## src/rtl/tvf_word_unpacker.sv

```systemverilog
// tvf_word_unpacker: splits packed SRAM words into t/v/f groups streamed over valid/ready
module tvf_word_unpacker #(
  parameter int V_E_F_BIT = 8,
  parameter int T_PER_WORD = 4,
  parameter int MAX_T_LOG = 10,
  localparam int GROUP_W = 2 + 2 * (V_E_F_BIT - 1),
  localparam int SRAM_WORD = GROUP_W * T_PER_WORD
) (
  input  logic                 clk,
  input  logic                 rst,
  input  logic                 i_start,
  input  logic [MAX_T_LOG-1:0] i_t_size,
  output logic                 o_sram_request,
  input  logic [SRAM_WORD-1:0] i_request_data,
  output logic                 o_valid,
  input  logic                 i_ready,
  output logic [1:0]           o_t,
  output logic [V_E_F_BIT-1:0] o_v,
  output logic [V_E_F_BIT-1:0] o_f,
  output logic                 o_last,
  output logic                 o_busy,
  output logic                 o_done
);
  localparam int BD = 2 * T_PER_WORD;
  localparam int CW = $clog2(BD + 1);
  localparam logic [0:0] IDLE = 1'b0;
  localparam logic [0:0] RUN = 1'b1;
  logic [0:0] state;
  logic [GROUP_W-1:0] buff [BD];
  logic [GROUP_W-1:0] nbuf [BD];
  logic [CW-1:0] buf_cnt, cnt_pop;
  logic [MAX_T_LOG-1:0] groups_left, words_left;
  logic [MAX_T_LOG:0] words_tot;
  logic arrive, pop, last_pop, want_req, start_ok;
  assign o_busy = state == RUN;
  assign o_valid = o_busy && buf_cnt != '0;
  assign o_last = o_valid && groups_left == MAX_T_LOG'(1);
  assign o_t = buff[0][GROUP_W-1 -: 2];
  assign o_v = {1'b0, buff[0][2*(V_E_F_BIT-1)-1 -: V_E_F_BIT-1]};
  assign o_f = {1'b0, buff[0][V_E_F_BIT-2:0]};
  assign pop = o_valid && i_ready;
  assign last_pop = pop && groups_left == MAX_T_LOG'(1);
  assign cnt_pop = buf_cnt - CW'(pop);
  assign start_ok = state == IDLE && i_start && i_t_size != '0;
  assign words_tot = ({1'b0, i_t_size} + (MAX_T_LOG+1)'(T_PER_WORD - 1)) / (MAX_T_LOG+1)'(T_PER_WORD);
  // a request occupies two cycles (request, then data on the bus); only one at a time
  assign want_req = o_busy && words_left != '0 && !o_sram_request && !arrive && cnt_pop <= CW'(T_PER_WORD);
  always_comb begin
    for (int i = 0; i < BD - 1; i++) nbuf[i] = pop ? buff[i+1] : buff[i];
    nbuf[BD-1] = pop ? '0 : buff[BD-1];
    for (int i = 0; i < BD; i++)
      for (int k = 0; k < T_PER_WORD; k++)
        if (arrive && i == int'(cnt_pop) + k) nbuf[i] = i_request_data[SRAM_WORD-1-k*GROUP_W -: GROUP_W];
  end
  always_ff @(posedge clk) begin
    if (rst || last_pop) begin
      state <= IDLE;
      for (int i = 0; i < BD; i++) buff[i] <= '0;
      buf_cnt <= '0;
      groups_left <= '0;
      words_left <= '0;
      o_sram_request <= 1'b0;
      arrive <= 1'b0;
      o_done <= !rst;
    end else begin
      o_done <= state == IDLE && i_start && i_t_size == '0;
      arrive <= o_sram_request;
      if (state == IDLE) begin
        state <= start_ok ? RUN : IDLE;
        groups_left <= i_t_size;
        words_left <= MAX_T_LOG'(words_tot - 1'b1);
        o_sram_request <= start_ok;
      end else begin
        buff <= nbuf;
        buf_cnt <= cnt_pop + (arrive ? CW'(T_PER_WORD) : CW'(0));
        groups_left <= groups_left - MAX_T_LOG'(pop);
        words_left <= words_left - MAX_T_LOG'(want_req);
        o_sram_request <= want_req;
      end
    end
  end
endmodule
```

## config.mk

```make
export PLATFORM = sky130hd
export DESIGN_NAME = tvf_word_unpacker
export DESIGN_NICKNAME = d
export VERILOG_FILES = /design/src/rtl/tvf_word_unpacker.sv
export SDC_FILE = /design/constraint.sdc
export NUM_CORES = 1
export LEC_CHECK = 0
export CAP_MARGIN = 5
export CORE_MARGIN = 5
export CORE_UTILIZATION = 40
export CTS_BUF_LIST = sky130_fd_sc_hd__clkbuf_4 sky130_fd_sc_hd__clkbuf_8
export DETAILED_ROUTE_END_ITERATION = 8
export PLACE_DENSITY_LB_ADDON = 0.05
export SYNTH_ARGS = -nofsm -noshare
export SYNTH_HDL_FRONTEND = slang
export SYNTH_SLANG_ARGS = --single-unit
```

## constraint.sdc

```tcl
create_clock -name clk -period 11.1 [get_ports clk]
set_input_delay 2.22 -clock clk [delete_from_list [all_inputs] [get_ports clk]]
set_output_delay 2.22 -clock clk [all_outputs]
set_load 0.05 [all_outputs]
```

==> results.py, run 1 <==
metrics = {
    "run_status": {
        "outcome": "completed",
    },
    "clock_network": {
        "clk_latency_ns": 0.48,
        "clock-sinks": 156,
        "cts_tree": "done",
        "clk_pin_slew_ns": 0.10,
        "cts_resized": 0,
        "htree_levels": 4,
        "clock_path_buffers": 2,
        "cts_setup_buffers": 0,
        "cts-root-buf": "clkbuf_8",
        "cts_hold_buf": 0,
        "numCtsBuffers": 17,
    },
    "logic_synthesis": {
        "yosysTopAreaCell": "dfxtp_1",
        "synth_mux_area_frac": 0.0198,
        "synth_compound_area_frac": 0.361,
        "synth-seq-area-share": 0.268,
        "synthArstFlopShare": 0,
        "synth-seq-cells": 156,
        "synth_cells": 1594,
        "synth_simple_gate_area_share": 0.205,
        "synth_top_area_share": 0.268,
        "synth_edf_count": 0,
        "yosysMostFrequentCell": "nor2_1",
        "ys_top_cells_by_area": "dfxtp_1 27%, a211oi_1 7.3%, nor2_1 7.3%",
        "netlist_top_cells_count": "228 x nor2_1, 156 x dfxtp_1, 132 x nand2_1, 114 x a211oi_1, 108 x o21ai_0",
        "synth-main-ff-cell": "dfxtp_1",
        "synthXorXnorAreaFrac": 0.0300,
        "synth-adder-area-share": 0.0107,
        "synth_top_family_by_area": "compound AO/OA/AOI/OAI gates",
        "syn_area_um2": 11600,
        "avgSynthCellArea_um2": 7.31,
        "yosys_warnings": 0,
        "synth_cell_types": 82,
    },
    "timing": {
        "worst_slew_pin_slew_ns": 1.21,
        "post-route-period-util": 0.674,
        "setup_violations": 0,
        "fmax_ghz": 0.134,
        "final_hold_viol_count": 0,
        "rsz0062_at_grt": "no",
        "skew_ns": 0.0266,
        "relSlewSlack": 0.189,
        "timing.final.ws_setup_ns": 3.62,
        "tns_ns": 0,
        "drv_slew": 0,
        "post-route-min-period_ns": 7.48,
    },
    "layout": {
        "drive_above_1_share": 0.0783,
        "area_delta_synth_final_pct": 10.7,
        "final_cells": 1955,
        "insertedDiodeCount": 0,
        "final_util": 0.449,
        "layout.nets": 1646,
    },
    "detailed_routing": {
        "drt_wl_total_um": 45700,
        "drt_first_pass_iters": 6,
        "via_per_inst": 6.24,
        "drt_iter0_drc": 1298,
        "wl_per_cell_um": 23.4,
        "drc": 0,
        "via_count": 12200,
        "ant_nets": 0,
    },
    "power_and_ir_drop": {
        "switching_share": 0.364,
        "clockPowerShare": 0.329,
        "powerDensity_nw_per_um2": 103,
        "finalPower_mw": 1.32,
        "p_sw_uw": 482,
        "p_seq_frac": 0.440,
        "peakVddDrop_mv": 0.0602,
        "p_comb_frac": 0.231,
        "internal_power_uw": 842,
        "p_leak_nw": 4.38,
    },
    "critical_path": {
        "cp-end-kind": "flip-flop",
        "cp.required_ns": 11.51,
        "crit_arrival_ns": 7.89,
        "start_kind": "input pin",
        "crit_type": "input pin to flip-flop",
        "cp_max_fo": 20,
    },
    "global_route": {
        "grt_max_degree": 61,
        "grt_pass1_wl_um": 70800,
        "use_met1": 0.396,
        "grt_overflow_total": 0,
        "met3_usage": 0.0499,
        "met2_usage": 0.411,
        "antenna_found_initial": 0,
        "grt_use_total": 0.271,
        "grt.busiest_layer": "met2",
        "grt_pass1_vias": 11300,
    },
    "flow_run": {
        "maxCapViolations": 0,
    },
    "placed_design": {
        "place_ws_ns": 3.27,
        "dpl.cell_count": 1923,
        "gp_routability_congestion": 0.874,
        "port_buffers": 98,
        "dp_hpwl_um": 32400,
    },
    "floorplanning": {
        "ioPinCount": 101,
        "start_util": 0.406,
        "core_region_area_um2": 28700,
        "rows": 62,
        "dieWidth_um": 181,
        "design.die.area_um2": 32600,
        "die_h_um": 181,
    },
    "hold_path": {
        "hold_class": "flip-flop to flip-flop",
    },
}
-- per-stage QoR --
step / hold WS, ns / area [um2]
floorplan: 0.426 / 11700
global placement: 0.441 / 12500
detailed placement: 0.441 / 12500
CTS: 0.454 / 12900
global route: 0.476 / 12900
finish: 0.452 / 12900
-- logic make-up (layout without fill, tap and decap cells) --
| family | Yosys count | after routing |
|---|---|---|
| muxes | 23 | 23 |
| xor gates and xnor gates | 32 | 32 |
| AOI/OAI and AO/OA | 580 | 580 |
| adders and majority gates | 10 | 10 |
| buffers and inverters | 270 | 246 |
| other | 1 | 2 |
| and+or+nand+nor | 522 | 522 |
| DFF | 156 | 156 |
-- cell type report --
cell class	count	area (um2)
fillers	3002	15800
inverters	80	300
clock buffers	18	241
flip-flops and latches	156	3120
repair buffers	134	1250
well taps	384	480
clock inverters	14	124
multi-input cells	1169	7370
-- worst paths after layout --
| check | from | end | slack, ns | depth (start not counted) |
|---|---|---|---|---|
| min | buff[60] | buff[60] | 0.45 | 2 |
| max | i_ready | buff[94] | 3.62 | 14 |
| max reg2reg | buf_cnt[3] | buff[94] | 4.55 | 14 |
| min reg2reg | buff[60] | buff[60] | 0.45 | 2 |
-- routing by layer --
layer	vias to the layer above	wire length, um
met1	5797	21400
met2	567	20000
met5	-	0
li1	5766	-
met3	75	3720
met4	0	710
-- power by group through the flow --
| stage | clock network [mW] | registers [mW] | logic, mW |
|---|---|---|---|
| detailed placement | 0 | 0.595 | 0.299 |
| global route | 0.463 | 0.584 | 0.327 |
| CTS | 0.442 | 0.582 | 0.300 |
| floorplan | 0 | 0.594 | 0.193 |
| finish | 0.435 | 0.582 | 0.306 |
| global placement | 0 | 0.595 | 0.299 |
-- registers in the layout, indices dropped and copies added (netlist names) --
name            count
arrive              1
buf_cnt             4
buff              112
groups_left        10
o_busy              1
o_done              1
o_f                 7
o_sram_request      1
o_t                 2
o_v                 7
words_left         10
-- critical path, cell delays in order --
cell and delay (ns):
clkdlybuf4s50_1 0.48, nand2_1 0.12, inv_1 0.37, ha_1 0.29, ha_1 0.36, xnor2_2 0.18, inv_1 0.43, ha_1 0.54
xnor3_1 0.90, and3_1 0.66, or3_1 0.20, a22oi_1 0.07, nor2_1 0.78, a22o_1 0.26
-- cell usage in the layout (no fill, tap or decap), types with 8 or more instances in the layout --
| cell type | Yosys | routed |
|---|---|---|
| nand3_1 | 40 | 40 |
| a311oi_1 | 31 | 31 |
| inv_1 | 78 | 78 |
| a211o_1 | 14 | 14 |
| ha_1 | 10 | 10 |
| buf_4 | 28 | 36 |
| xor2_1 | 8 | 8 |
| a221oi_1 | 20 | 20 |
| nor2b_1 | 24 | 24 |
| a222oi_1 | 11 | 11 |
| or3_1 | 19 | 19 |
| clkdlybuf4s50_1 | 0 | 98 |
| o21ai_1 | 12 | 12 |
| a21oi_1 | 94 | 94 |
| o31ai_1 | 19 | 18 |
| xnor2_1 | 18 | 18 |
| o32ai_1 | 38 | 38 |
| o21ai_0 | 108 | 108 |
| nor2_2 | 4 | 8 |
| nand2_1 | 132 | 132 |
| o32ai_2 | 10 | 10 |
| nor3_1 | 16 | 15 |
| dfxtp_1 | 156 | 155 |
| a31oi_1 | 17 | 17 |
| a22o_1 | 18 | 18 |
| a211oi_1 | 114 | 114 |
| nor2_1 | 228 | 224 |
| clkbuf_8 | 0 | 17 |
| a2111oi_0 | 12 | 12 |
| mux2i_1 | 23 | 23 |
| a22oi_1 | 18 | 18 |
| a32o_1 | 15 | 15 |
Note: power is estimated with default switching activity, not from simulation.
==> run 2: changes to the inputs <==
==> constraint.sdc (replaced) <==
create_clock -name clk -period 6.2 [get_ports clk]
set_input_delay 1.24 -clock clk [delete_from_list [all_inputs] [get_ports clk]]
set_output_delay 1.24 -clock clk [all_outputs]
set_load 0.05 [all_outputs]
==> results.py, run 2 (same netlist as run 1, synthesis figures left out) <==
metrics = {
    "run_status": {
        "outcome": "completed",
    },
    "critical_path": {
        "cp.required_ns": 6.53,
        "crit_start": "buf_cnt[3]",
        "crit_arrival_ns": 5.67,
        "regToRegSetupSlack_ns": 0.85,
        "worstSetupEndpoint": "buff[16]",
        "r2r-start": "buf_cnt[3]",
        "cp-end-kind": "flip-flop",
        "reg2reg_depth": 16,
        "cp_max_fo": 16,
        "start_kind": "flip-flop",
        "crit_type": "flip-flop to flip-flop",
        "r2r_end": "buff[16]",
    },
    "placed_design": {
        "gp_routability_congestion": 0.889,
        "place_area_um2": 12600,
        "dp_hpwl_um": 32600,
        "port_buffers": 98,
    },
    "detailed_routing": {
        "via_per_inst": 6.14,
        "drt_wl_total_um": 44900,
        "ant_nets": 0,
        "drt_first_pass_iters": 6,
        "drc": 0,
        "drt_iter0_drc": 1348,
        "wl_per_cell_um": 22.8,
        "via_count": 12100,
    },
    "layout": {
        "final_util": 0.457,
        "drive_above_1_share": 0.0875,
        "regMostFlops": "buff",
        "largest_reg_flops": 112,
        "regArea_um2": 3120,
        "area_delta_synth_final_pct": 12.5,
        "reg_top3": "buff x112, groups_left x10, words_left x10",
        "insertedDiodeCount": 0,
        "fin_area_um2": 13100,
        "layout.nets": 1663,
        "layout_common_cells": "225 x nor2_1, 155 x dfxtp_1, 132 x nand2_1",
        "layout_commonest_cell": "nor2_1",
        "multiInputGateArea_um2": 7370,
        "num-fill-cells": 2940,
    },
    "clock_network": {
        "htree_levels": 4,
        "clk_pin_slew_ns": 0.09,
        "cts_setup_buffers": 0,
        "clk_latency_ns": 0.48,
        "cts_hold_buf": 0,
        "cts_tree": "done",
        "clock_path_buffers": 2,
        "clock-sinks": 156,
        "numCtsBuffers": 17,
        "cts_resized": 0,
        "cts-root-buf": "clkbuf_8",
    },
    "timing": {
        "skew_ns": 0.0173,
        "fmax_ghz": 0.187,
        "drv_slew": 0,
        "final_hold_viol_count": 0,
        "setup_violations": 0,
        "relSlewSlack": 0.290,
        "post-route-min-period_ns": 5.35,
        "post-route-period-util": 0.863,
        "tns_ns": 0,
        "hold-worst-slack_ns": 0.454,
        "rsz0062_at_grt": "no",
        "worst_slew_pin_slew_ns": 1.06,
    },
    "floorplanning": {
        "rows": 62,
        "core_region_area_um2": 28700,
        "design.die.area_um2": 32600,
        "start_util": 0.406,
        "die_h_um": 181,
        "ioPinCount": 101,
        "dieWidth_um": 181,
    },
    "global_route": {
        "grt_use_total": 0.265,
        "grt_max_degree": 60,
        "grt_overflow_total": 0,
        "grt_pass1_wl_um": 69700,
        "grt_pass1_vias": 11400,
        "antenna_found_initial": 0,
    },
    "power_and_ir_drop": {
        "p_leak_nw": 4.50,
        "powerDensity_nw_per_um2": 190,
        "peakVddDrop_mv": 0.122,
    },
    "flow_run": {
        "maxCapViolations": 0,
    },
    "hold_path": {
        "hold_class": "flip-flop to flip-flop",
    },
}
run 2: worst max-delay path: stages (launching register included):
cell and delay [ns]:
dfxtp_1 0.85, o41a_1 0.41, nand2_1 0.18, inv_1 0.31, ha_1 0.27, ha_1 0.36, xnor2_2 0.18, inv_1 0.11
buf_4 0.21, ha_1 0.20, nand2b_1 0.11, and2_1 0.22, xnor2_2 0.40, nor2_2 0.09, or4b_1 0.54, nand2_1 0.55
o32ai_1 0.20
run 2: worst min-delay path by stage:
stage               depth (start not counted)        to  slack, ns      from
floorplan                                   2  buff[48]       0.43  buff[48]
global placement                            2  buff[60]       0.44  buff[60]
detailed placement                          2  buff[53]       0.44  buff[53]
CTS                                         2  buff[57]       0.46  buff[57]
global route                                2  buff[55]       0.47  buff[55]
finish                                      2  buff[59]       0.45  buff[59]
run 2: area by class of cell:
class,instances,share of cell area
repair buffers,151,0.105
clock buffers,20,0.0205
inverters,80,0.0229
flip-flops and latches,156,0.238
clock inverters,12,0.0140
multi-input cells,1169,0.562
well taps,384,0.0367
run 2: report_power, final:
group          internal [mW]  leakage [nW]  switching [mW]
Clock                  0.469         0.224           0.433
Sequential              1.02          1.26          0.0184
Combinational          0.190          3.01           0.359
Total                   1.68          4.50           0.811
run 2: stage by stage:
stage / cells / worst slack [ns] / total power [mW]
finish: 1972 / 0.852 / 2.49
global route: 1972 / 0.455 / 2.59
CTS: 1970 / 0.870 / 2.50
detailed placement: 1938 / 0.436 / 1.60
global placement: 1938 / 0.512 / 1.60
floorplan: 1595 / 1.42 / 1.41
run 2: layer usage:
layer | track usage | vias up | part of all wire
met1 | 0.392 | 5738 | 0.48
li1 | - | 5801 | -
met5 | 0 | - | 0
met3 | 0.0519 | 57 | 0.084
met2 | 0.397 | 512 | 0.43
met4 | 0.0623 | 0 | 0.016
